===== src/rtl/fifo_read_stream_adapter.sv =====
// Read-domain drain for the async FIFO: turns rd_en/empty/registered data_out
// into a registered valid/ready stream via a 2-entry in-order skid buffer.
module fifo_read_stream_adapter #(
  parameter int DATA_WIDTH  = 8,
  parameter int COUNT_WIDTH = 16
) (
  input  logic                   rd_clk,
  input  logic                   rst,
  input  logic                   fifo_empty,
  input  logic [DATA_WIDTH-1:0]  fifo_data,
  output logic                   fifo_rd_en,
  output logic [DATA_WIDTH-1:0]  m_data,
  output logic                   m_valid,
  input  logic                   m_ready,
  output logic [COUNT_WIDTH-1:0] words_read
);

  localparam logic [COUNT_WIDTH-1:0] CNT_ONE = COUNT_WIDTH'(1);

  // m_data is the buffer head; second_q is the entry behind it.
  logic [1:0]            occ;
  logic [1:0]            occ_nxt;
  logic                  inflight;
  logic [DATA_WIDTH-1:0] second_q;
  logic                  pop;
  logic [2:0]            committed;

  assign pop = m_valid & m_ready;

  // Slots already spoken for after this edge: stored + returning - leaving.
  // pop implies occ >= 1, so this never goes negative.
  assign committed  = {1'b0, occ} + {2'b00, inflight} - {2'b00, pop};
  assign fifo_rd_en = !rst & !fifo_empty & (committed < 3'd2);

  always_comb begin
    occ_nxt = occ;
    case ({inflight, pop})
      2'b10:   occ_nxt = occ + 2'd1;
      2'b01:   occ_nxt = occ - 2'd1;
      default: occ_nxt = occ;
    endcase
  end

  always_ff @(posedge rd_clk) begin
    if (rst) begin
      occ        <= 2'd0;
      inflight   <= 1'b0;
      m_valid    <= 1'b0;
      m_data     <= '0;
      second_q   <= '0;
      words_read <= '0;
    end else begin
      // A read issued just before reset is dropped because inflight clears.
      inflight <= fifo_rd_en;
      occ      <= occ_nxt;
      m_valid  <= (occ_nxt != 2'd0);

      if (pop) begin
        if (occ == 2'd2)
          m_data <= second_q;
        else if (inflight)
          m_data <= fifo_data;
      end else if (inflight && occ == 2'd0) begin
        m_data <= fifo_data;
      end

      if (inflight && ((occ == 2'd1 && !pop) || (occ == 2'd2 && pop)))
        second_q <= fifo_data;

      if (pop)
        words_read <= words_read + CNT_ONE;
    end
  end

  a_no_overflow: assert property (@(posedge rd_clk) disable iff (rst)
    !(inflight && occ == 2'd2 && !pop));

  a_no_read_when_empty: assert property (@(posedge rd_clk) disable iff (rst)
    !(fifo_rd_en && fifo_empty));

endmodule


===== config.mk =====
export PLATFORM = sky130hd
export DESIGN_NAME = fifo_read_stream_adapter
export DESIGN_NICKNAME = d
export VERILOG_FILES = /design/src/rtl/fifo_read_stream_adapter.sv
export SDC_FILE = /design/constraint.sdc
export NUM_CORES = 1
export LEC_CHECK = 0
export CORE_MARGIN = 1.5
export CORE_UTILIZATION = 50
export CTS_CLUSTER_SIZE = 25
export DETAILED_ROUTE_END_ITERATION = 10
export HOLD_SLACK_MARGIN = 0.08
export PLACE_DENSITY = 0.8
export SKIP_LAST_GASP = 1
export SLEW_MARGIN = 5
export SYNTH_ARGS = -nofsm -noshare
export SYNTH_HDL_FRONTEND = slang
export SYNTH_SLANG_ARGS = --single-unit

===== constraint.sdc =====
create_clock -name rd_clk -period 5.5 [get_ports rd_clk]
set_input_delay 0.55 -clock rd_clk [delete_from_list [all_inputs] [get_ports rd_clk]]
set_output_delay 0.55 -clock rd_clk [all_outputs]
set_load 0.01 [all_outputs]

==> qor.csv <==
stage;metric;value;unit
run_status;outcome;complete, no violations;
logic_synthesis;synth_cell_types;35;
logic_synthesis;synth-seq-cells;36;
timing;period_minus_slack;3.95;ns
drt;wl_per_cell;12.3;µm
grt;grt_overflow_total;0;
drt;route.vias.total;1368;
power_and_ir_drop;power_density;328;nW/µm²
layout;final_common_cell;clkdlybuf4s50_1;
floorplanning;start_util;0.517;
grt;track_usage;0.188;
critical_path;worstPathRequired;4.95;ns
logic_synthesis;synth_edf_count;0;
critical_path;cp-start-kind;input pin;
timing;hold_violations;0;
clocking;cts_buffers;5;
logic_synthesis;yosysWarnings;0;
drt;route.detailed.drc;0;
logic_synthesis;seq_area_frac_synth;0.421;
clocking;clock_path_buffers;2;
layout;syn_to_final_growth;25.1;%
layout;antenna_cells;0;
clocking;cts.repair.resized;0;
clocking;post_cts_buffers;0;
logic_synthesis;postSynthAreaPerCell;9.51;µm²
placed_design;io_buffer_count;37;
grt;grt_pass1_wl;5250;µm
timing;fmax;253;MHz
logic_synthesis;synth_ff_type;dfxtp_1;
critical_path;critPathCaptureType;output pin;
drt;drt-total-wl;3240;µm
clocking;clkLatencyLatePin;0.33;ns
placed_design;dp_hpwl;2380;µm
timing;worst_pin_slew;0.640;ns
logic_synthesis;syn_nets;198;
critical_path;crit_arrival;3.40;ns
floorplanning;ios;38;
clocking;root_buffer;clkbuf_4;
drt;ant_nets;0;
drt;drtIter0Drc;32;
timing;fin_tns_setup;0;ns
clocking;cts_tree;built;
placed_design;routabilityCongestion;0.700;
power_and_ir_drop;p_leak;0.892;nW
timing;hold-worst-slack;0.511;ns
logic_synthesis;netlist_instances;180;
timing;slew_violations;0;
clocking;clock-sinks;36;
timing;setup_viol;0;
floorplanning;rows;21;
clocking;htreeDepth;2;
grt;grt_pass1_vias;1264;
logic_synthesis;netlist_area;1710;µm²
drt;vias_per_cell;5.20;
critical_path;worstSetupPathType;input pin to output pin;
floorplanning;die_width;61.5;µm
timing;period_share;0.719;
timing;relSlewSlack;0.573;
min_path;hold_class;flop to flop;
layout;layout_common_cells;clkdlybuf4s50_1, dfxtp_1, nor2_1;
clocking;cts.clk_slew.worst_paths;0.10;ns
power_and_ir_drop;power;0.000703;W
timing;skew;0.00309;ns
logic_synthesis;synthArstFlopShare;0;
grt;antenna_found_initial;0;
job;maxCapViolCount;0;
floorplanning;fp.dieH;61.5;µm
power_and_ir_drop;ir_drop;0.191;mV
critical_path;crit_fanout;9;
grt;grt_max_degree;40;
drt;firstDrtPassIters;4;
layout;drive_gt1_frac;0.0829;
floorplanning;core_region_area;3310;µm²
layout;nets;234;
layout;final_util;0.647;
floorplanning;die_area;3780;µm²
timing;worst_slack;1.55;ns
clocking;cts.hold.buffers_added;0;
placed_design;place_ws;1.52;ns
layout;fillers;305;
timing;rsz0062_at_grt;false;
==> worst max-delay path, cell delays in order <==
cell	delay, ns
clkdlybuf4s50_1	0.65
nand2_1	0.20
ha_1	0.41
nand2b_1	0.21
fa_1	0.38
xor2_1	0.16
nor4b_1	0.26
clkdlybuf4s50_1	0.58
==> cell type report <==
type,count,area [µm²],area share
Sequential cell,36,721,0.337
Timing Repair Buffer,38,378,0.177
Tap cell,46,57.6,0.0269
Clock buffer,6,51.3,0.0240
Clock inverter,2,10.0,0.00468
Multi-Input combinational cell,129,901,0.421
Inverter,6,22.5,0.0105
==> cell usage after synthesis (all sizes together), types with 2 or more instances <==
| cell type | instances | area, µm² |
|---|---|---|
| nand4 | 5 | 52.6 |
| a21oi | 5 | 25.0 |
| a211oi | 9 | 67.6 |
| dfxtp | 36 | 721 |
| nor2 | 35 | 131 |
| nand2 | 8 | 30.0 |
| nand3 | 6 | 35.0 |
| nor4 | 4 | 25.0 |
| buf | 6 | 56.3 |
| xor2 | 5 | 43.8 |
| nand2b | 2 | 12.5 |
| nor3 | 5 | 47.5 |
| o31ai | 2 | 15.0 |
| xnor2 | 8 | 70.1 |
| nor4b | 2 | 17.5 |
| clkbuf | 3 | 11.3 |
| o21ai | 3 | 18.8 |
| ha | 5 | 62.6 |
| mux2i | 16 | 160 |
| inv | 6 | 22.5 |
==> registers in the layout, indices dropped and copies added (netlist names) <==
| name | flops |
|---|---|
| occ | 2 |
| m_valid | 1 |
| second_q | 8 |
| m_data | 8 |
| inflight | 1 |
| words_read | 16 |
==> power by group <==
part	switching, W	internal [W]	leakage [nW]
clock	0.0000839	0.0000608	0.0380
sequential	0.0000307	0.000298	0.292
combinational	0.000114	0.000116	0.563
total	0.000228	0.000474	0.892
==> stage by stage <==
| stage | cell area [µm²] | instances |
|---|---|---|
| 2_1_floorplan | 1710 | 180 |
| 3_3_place_gp | 2080 | 255 |
| 3_5_place_dp | 2080 | 255 |
| 4_1_cts | 2140 | 263 |
| 5_1_grt | 2140 | 263 |
| 6_report | 2140 | 263 |
==> routing by layer <==
metal	vias to the layer above	track usage	routed length [µm]
li1	700	-	-
met1	632	0.212	1420
met2	29	0.331	1670
met3	7	0.0462	100
met4	0	0.0881	54
met5	-	0	0
==> cells by family after synthesis <==
kind of cell	after synthesis	synth area share
adders and majority gates	6	0.0482
buffers and inverters	15	0.0526
DFF	36	0.421
xor gates and xnor gates	13	0.0665
and+or+nand+nor	70	0.219
AOI/OAI and AO/OA	23	0.0928
muxes	17	0.100
==> final timing paths <==
kind                  start         end  slack, ns  depth (start not counted)
hold / removal    m_data[6]   m_data[6]       0.51                          2
hold reg to reg   m_data[6]   m_data[6]       0.51                          2
setup reg to reg    m_valid    inflight       3.31                          6
setup / recovery    m_ready  fifo_rd_en       1.55                          8
(Power assumes the default switching activity.)
